## config.mk

```make
export PLATFORM = sky130hd
export DESIGN_NAME = sm_add_ctrl
export DESIGN_NICKNAME = d
export VERILOG_FILES = /design/src/rtl/sm_add_pkg.sv /design/src/rtl/sm_add_ctrl.sv
export SDC_FILE = /design/constraint.sdc
export NUM_CORES = 1
export LEC_CHECK = 0
export CAP_MARGIN = 20
export CORE_UTILIZATION = 46
export DETAILED_ROUTE_END_ITERATION = 10
export PLACE_DENSITY = 0.79
export SKIP_LAST_GASP = 1
export SLEW_MARGIN = 20
export SYNTH_ARGS = -nofsm -noshare
export SYNTH_HDL_FRONTEND = slang
export SYNTH_SLANG_ARGS = --single-unit
export TNS_END_PERCENT = 50
```

## constraint.sdc

```tcl
create_clock -name clk -period 1.91 [get_ports clk]
set_input_delay 0.4775 -clock clk [delete_from_list [all_inputs] [get_ports clk]]
set_output_delay 0.4775 -clock clk [all_outputs]
set_load 0.01 [all_outputs]
```

## src/rtl/sm_add_pkg.sv

```systemverilog
// Shared definitions for the sign-magnitude add/subtract sequencer.
//   DefaultW : default magnitude width (operands are DefaultW+1 bits {sign, mag})
//   state_e  : sequencer state encoding
package sm_add_pkg;

  localparam int unsigned DefaultW = 7;

  typedef enum logic [1:0] {
    StIdle = 2'd0,
    StExec = 2'd1,
    StNeg  = 2'd2,
    StDone = 2'd3
  } state_e;

endpackage

```

## src/rtl/sm_add_ctrl.sv

```systemverilog
// Multi-cycle sequencer for sign-magnitude add/subtract around a shared W-bit magnitude adder
// (add_a + add_b + add_cin -> W+1-bit add_sum). The adder sits outside this block.
// Ports:
//   clk, rst          : clock (rising edge), synchronous active-high reset
//   start, op_sub     : request (sampled only when idle), 0 = a+b, 1 = a-b
//   a, b              : sign-magnitude operands {sign, mag[W-1:0]}
//   busy, done        : busy in every non-idle state, done is a one-cycle result-valid pulse
//   result, overflow  : sign-magnitude result and effective-add carry-out, held between ops
//   add_a/add_b/add_cin, add_sum : drive to / sum from the external magnitude adder
module sm_add_ctrl
  import sm_add_pkg::*;
#(
  parameter int unsigned W = DefaultW
) (
  input  logic         clk,
  input  logic         rst,
  input  logic         start,
  input  logic         op_sub,
  input  logic [W:0]   a,
  input  logic [W:0]   b,
  output logic         busy,
  output logic         done,
  output logic [W:0]   result,
  output logic         overflow,
  output logic [W-1:0] add_a,
  output logic [W-1:0] add_b,
  output logic         add_cin,
  input  logic [W:0]   add_sum
);

  state_e       state_q;
  logic         sa_q;
  logic [W-1:0] ma_q;
  logic [W-1:0] mb_q;
  logic         eff_sub_q;
  logic [W-1:0] diff_q;
  logic [W:0]   result_q;
  logic         overflow_q;
  logic         busy_q;
  logic         done_q;

  logic [W-1:0] sum_mag;
  logic         sum_carry;

  assign sum_mag   = add_sum[W-1:0];
  assign sum_carry = add_sum[W];

  // Adder drive depends only on the current state; zero whenever the adder is not in use.
  always_comb begin
    add_a   = '0;
    add_b   = '0;
    add_cin = 1'b0;
    unique case (state_q)
      StExec: begin
        add_a   = ma_q;
        add_b   = eff_sub_q ? ~mb_q : mb_q;
        add_cin = eff_sub_q;
      end
      StNeg: begin
        // Two's-complement negate of the borrowed difference: ~diff + 1.
        add_a   = ~diff_q;
        add_b   = '0;
        add_cin = 1'b1;
      end
      default: ;
    endcase
  end

  always_ff @(posedge clk) begin
    if (rst) begin
      state_q    <= StIdle;
      sa_q       <= 1'b0;
      ma_q       <= '0;
      mb_q       <= '0;
      eff_sub_q  <= 1'b0;
      diff_q     <= '0;
      result_q   <= '0;
      overflow_q <= 1'b0;
      busy_q     <= 1'b0;
      done_q     <= 1'b0;
    end else begin
      done_q <= 1'b0;
      unique case (state_q)
        StIdle: begin
          if (start) begin
            sa_q      <= a[W];
            ma_q      <= a[W-1:0];
            mb_q      <= b[W-1:0];
            eff_sub_q <= a[W] ^ b[W] ^ op_sub;
            busy_q    <= 1'b1;
            state_q   <= StExec;
          end
        end
        StExec: begin
          if (!eff_sub_q || sum_carry) begin
            // Effective add, or subtract with ma >= mb: result keeps the sign of A.
            // A zero magnitude never carries a negative sign.
            result_q   <= {sa_q & (|sum_mag), sum_mag};
            overflow_q <= ~eff_sub_q & sum_carry;
            done_q     <= 1'b1;
            state_q    <= StDone;
          end else begin
            // No carry-out means ma < mb: the difference must be negated.
            diff_q  <= sum_mag;
            state_q <= StNeg;
          end
        end
        StNeg: begin
          result_q   <= {~sa_q & (|sum_mag), sum_mag};
          overflow_q <= 1'b0;
          done_q     <= 1'b1;
          state_q    <= StDone;
        end
        StDone: begin
          busy_q  <= 1'b0;
          state_q <= StIdle;
        end
        default: state_q <= StIdle;
      endcase
    end
  end

  assign busy     = busy_q;
  assign done     = done_q;
  assign result   = result_q;
  assign overflow = overflow_q;

endmodule

```

Word level (Yosys, flattened, before mapping)

Cells that the tools add are included.
Widths: inputs -> output; s select.

Register bits: 36
Input port bits: 28
Word-level logic and storage cells: 50

Eq/ne operators: 5
Muxes and demuxes: 15
Bitwise operators: 10
Reductions and logical operators: 10

Operators with widths:

| operator           | count |
|---|---|
| $pmux 8 s2         | 1 |
| $mux 7             | 2 |
| $not 7->7          | 2 |
| $pmux 7 s2         | 1 |
| $mux 8             | 1 |
| $pmux 1 s2         | 4 |
| $pmux 2 s4         | 1 |
| $reduce_and 2->1   | 4 |
| $reduce_or 7->1    | 1 |
| $eq 2x2->1 const B | 2 |
| $mux 1             | 4 |
| $ne 2x2->1 const B | 2 |
| $reduce_bool 2->1  | 2 |
| $and 1x1->1        | 3 |
| $not 1->1          | 3 |
| $eq 2x1->1 const B | 1 |
| $logic_not 2->1    | 1 |
| $mux 2             | 1 |
| $xor 1x1->1        | 2 |
| $logic_not 1->1    | 1 |
| $logic_or 1x1->1   | 1 |

Logic depth before layout (Yosys ltp)

Depth after elaboration: 4
Mapped depth: 7
Gate-level depth less buffers: 5

Least setup slack after synthesis

OpenSTA, ideal clock, no wires.

Path kind: register to output
Start point: reg state_q[1]
End point: out add_a[3]
Arrival: 1.301 ns
Required time: 1.432 ns
Slack: 0.132 ns
Cell stages (with the launch flop): 7
Path buffers: 2
Path through: dfxtp_1 -> inv_1 -> ha_1 -> buf_6 -> clkbuf_1 -> nand2_1 -> a21boi_0

Word-level cells in the longest chain between the ends: 2
Elaborated cells between the ends (all ways): 3

Ends and longest elaborated chain:

| element                                  | RTL line           | source |
|---|---|---|
| from (decl)                              | sm_add_ctrl.sv:31  | `state_e state_q;` |
| from (signal assigned)                   | sm_add_ctrl.sv:71  | `state_q <= StIdle;` |
| from (signal assigned)                   | sm_add_ctrl.sv:91  | `state_q <= StExec;` |
| from (signal assigned)                   | sm_add_ctrl.sv:101 | `state_q <= StDone;` |
| $eq 2x2->1 or $eq 2x1->1 (tied branches) | sm_add_ctrl.sv:53  | `unique case (state_q)` |
| $pmux 7 s2 *                             | sm_add_ctrl.sv:53  |  |
| to (decl)                                | sm_add_ctrl.sv:25  | `output logic [W-1:0] add_a,` |

Mark *: on every way between the ends. The rest lies on a longest branch, timed or not.

Worst setup path in the final report

Start point: reg state_q[0]
End point: out add_b[6]

Word-level cells in the longest chain between the ends: 2

Ends and longest elaborated chain:

| element    | RTL line          | source |
|---|---|---|
| $eq 2x1->1 | sm_add_ctrl.sv:53 |  |
| $mux 7     | sm_add_ctrl.sv:53 |  |
| to (decl)  | sm_add_ctrl.sv:26 | `output logic [W-1:0] add_b,` |

Every way passes these cells.

==> results.yml <==
synth:
  postSynthCellCount: 215
  synth_seq_cells: 36
  syn-num-nets: 249
  yosysSeqAreaShare_pct: 41.6
  synth.distinct_cells: 31
  syn-cell-area_um2: 1730
  syn_area_per_cell_um2: 8.05
  yosysWarnings: 0
run:
  cap_violations: 0
clocking:
  numCtsBuffers: 5
  root_buffer: "clkbuf_8"
  htree_levels: 2
  clkTransAtPathRegs_ns: 0.07
  cts.path.max_buffers: 2
  clock_sinks: 36
  clock_latency_ns: 0.29
  cts_tree: "built"
cells_and_area:
  nFillCells: 303
  regArea_um2: 724
  n_antenna_cell: 0
  area_growth_pct: 41.7
  final_net_count: 313
  finish.utilization_pct: 70.7
  drive_above_1_share_pct: 19.3
  multiInputGateArea_um2: 962
  fin_area_um2: 2450
global_route:
  grt_pass1_wl_um: 6820
  overflow: 0
  grt_max_degree: 17
  grt_usage_pct: 22.1
  antenna_found_initial: 0
  grt_pass1_vias: 1475
critical_path:
  crit_top_cell: "buf_4"
  required_ns: 1.43
  endpoint_kind: "primary output"
  startpoint_type: "flop"
  cpPeakStageDelay_ns: 0.33
  path_cells: "buf_4, ha_4, buf_4, and2_1, clkdlybuf4s15_1"
  cpMaxStageDelayCell: "dfxtp_2"
  path_buf_inv: 3
  reg2reg_slack_ns: 0.32
  crit_family: "buffers and inverters"
  worstPathArrival_ns: 1.43
  path_class: "flop to primary output"
  rr_worst_depth: 7
  r2r-start: "state_q[0]$_SDFFE_PP0P_"
  crit_fanout: 7
  r2r_end: "overflow$_SDFFE_PP0P_"
floorplanning:
  start_util_pct: 49.9
  io_pins: 54
  fp.coreArea_um2: 3470
  num_rows: 21
  die_h_um: 63.4
  die_w_um: 63.4
  dieArea_um2: 4010
worst_hold_path:
  hold_depth: 2
  min_to: "diff_q[4]$_SDFFE_PP0P_"
  min_from: "diff_q[4]$_SDFFE_PP0P_"
  hold_path.class: "flop to flop"
sta:
  min_period_ns: 1.91
  slew_viol_final: 0
  tightest_slew_ns: 0.339
  whs_ns: 0.454
  final_hold_viol_count: 0
  finalSetupViolations: 0
  layout_setup_ws_ns: 0.000613
  skew_ns: 0.00455
  rsz0062_at_grt: "true"
  fin_crit_sh_pct: 100
  slew_headroom_pct: 77.2
  tns_ns: 0
  max_freq_mhz: 524
routing:
  drt_pass1_iterations: 4
  drcViolationCount: 0
  route.vias.total: 1656
  routed_wl_um: 4140
  drtIter0Drc: 56
  post_drt_wl_per_cell_um: 12.7
  ant_nets: 0
  vias_per_cell: 5.08
pwr:
  cellLeakagePower_nw: 0.975
  peakVddDrop_v: 0.000759
  p_per_area_nw_per_um2: 1250
placed_design:
  dpl-instance-area_um2: 2350
  place_congestion: 0.808
  dp.final_hpwl_um: 2910
  dpl_worst_slack_ns: -0.234
  port_buffers: 53
status:
  outcome: "finished clean"
## tightest hold or removal path, stage by stage (launching register included)
cell and delay [ns]:
dfxtp_1 0.31, nand2_1 0.05, a21oi_1 0.05
## metrics by stage
stage	power (mW)	std cells
floorplan	1.79	215
global placement	2.38	316
global route	3.30	326
detailed placement	2.40	316
CTS	3.05	326
finish	3.08	326
## what timing repair did
action | 4_1_cts | 5_1_grt
resized for setup | 57 | 20
setup buffers | 2 | 0
endpoints found under the setup margin | 15 | 15
pin swaps | 1 | 0
hold buffers | 0 | 0
## state kept, by name (all words and copies together) (netlist names)
| signal | cells |
|---|---|
| ma_q | 7 |
| overflow | 1 |
| result | 8 |
| sa_q | 1 |
| eff_sub_q | 1 |
| state_q | 2 |
| diff_q | 7 |
| done | 1 |
| mb_q | 7 |
| busy | 1 |
## power by group
| group | switching [mW] | total, mW | leakage [nW] | internal [mW] |
|---|---|---|---|---|
| clock | 0.263 | 0.557 | 0.0455 | 0.294 |
| combinational | 0.739 | 1.52 | 0.634 | 0.782 |
| sequential | 0.0928 | 1.00 | 0.295 | 0.907 |
## placed cells by master (no fill, tap or decap), drive strengths merged, types with 2 or more instances in the layout
cell	instances
a21oi	34
nor2	3
inv	4
o21ai	9
clkbuf	13
nor2b	2
clkdlybuf4s50	38
mux2i	2
a21boi	7
nand2	54
ha	6
nand2b	8
dfxtp	36
xor2	8
nand3	8
buf	26
and2	8
clkdlybuf4s15	2
## routing by layer
| layer | track usage, % | wire length (µm) |
|---|---|---|
| met1 | 28.7 | 1880 |
| met2 | 35.4 | 1980 |
| met3 | 3.80 | 202 |
| met4 | 10.2 | 85 |
| met5 | 0 | 0 |
## cell type report
class / count / area share [%]
clock buffer: 8 / 3.67
inverter: 4 / 0.612
multi-input combinational: 161 / 39.2
sequential: 36 / 29.5
tap: 46 / 2.35
timing repair buffer: 71 / 24.6
## how the worst max path moves through the flow
stage / start / slack, ns / end / cells past startpoint
6_report: state_q[0]$_SDFFE_PP0P_ / 0.0006 / add_b[6] / 5
5_1_grt: state_q[0]$_SDFFE_PP0P_ / -0.05 / add_b[6] / 5
4_1_cts: state_q[0]$_SDFFE_PP0P_ / -0.08 / add_b[1] / 5
3_5_place_dp: state_q[0]$_SDFFE_PP0P_ / -0.23 / add_a[1] / 4
3_3_place_gp: state_q[1]$_SDFFE_PP0P_ / -0.17 / add_a[0] / 5
2_1_floorplan: state_q[1]$_SDFFE_PP0P_ / 0.13 / add_a[3] / 6
## Yosys cell counts
cell type	number	share of area, %
and2_1	8	2.9
clkbuf_8	2	1.6
a21oi_1	34	9.8
clkbuf_1	5	1.1
buf_6	2	1.3
or2_2	1	0.36
a211oi_1	1	0.43
nor3b_1	1	0.43
nor4_1	1	0.36
or4b_1	1	0.58
inv_1	4	0.87
buf_2	5	1.4
o21ai_0	9	2.6
nand3b_1	1	0.43
xor2_1	8	4.0
nor2b_1	2	0.72
a21boi_0	7	3.0
and3b_2	1	0.58
mux2i_1	2	1.2
nor2_1	2	0.43
nand2_1	54	12
xnor2_1	1	0.51
o31ai_1	1	0.43
nor3_1	1	0.29
a221oi_1	1	0.51
nor2_4	1	0.65
a32o_1	1	0.58
ha_1	6	4.3
nand2b_1	8	2.9
dfxtp_1	36	42
nand3_1	8	2.3
## logic make-up after synthesis
| logic type | synth area share (%) |
|---|---|
| adders and majority gates | 4.34 |
| DFF | 41.6 |
| muxes | 1.16 |
| and+or+nand+nor | 24.6 |
| xor gates and xnor gates | 4.55 |
| AOI/OAI and AO/OA | 17.4 |
| buffers and inverters | 6.29 |
No activity file was read; power rests on OpenSTA's default activity.
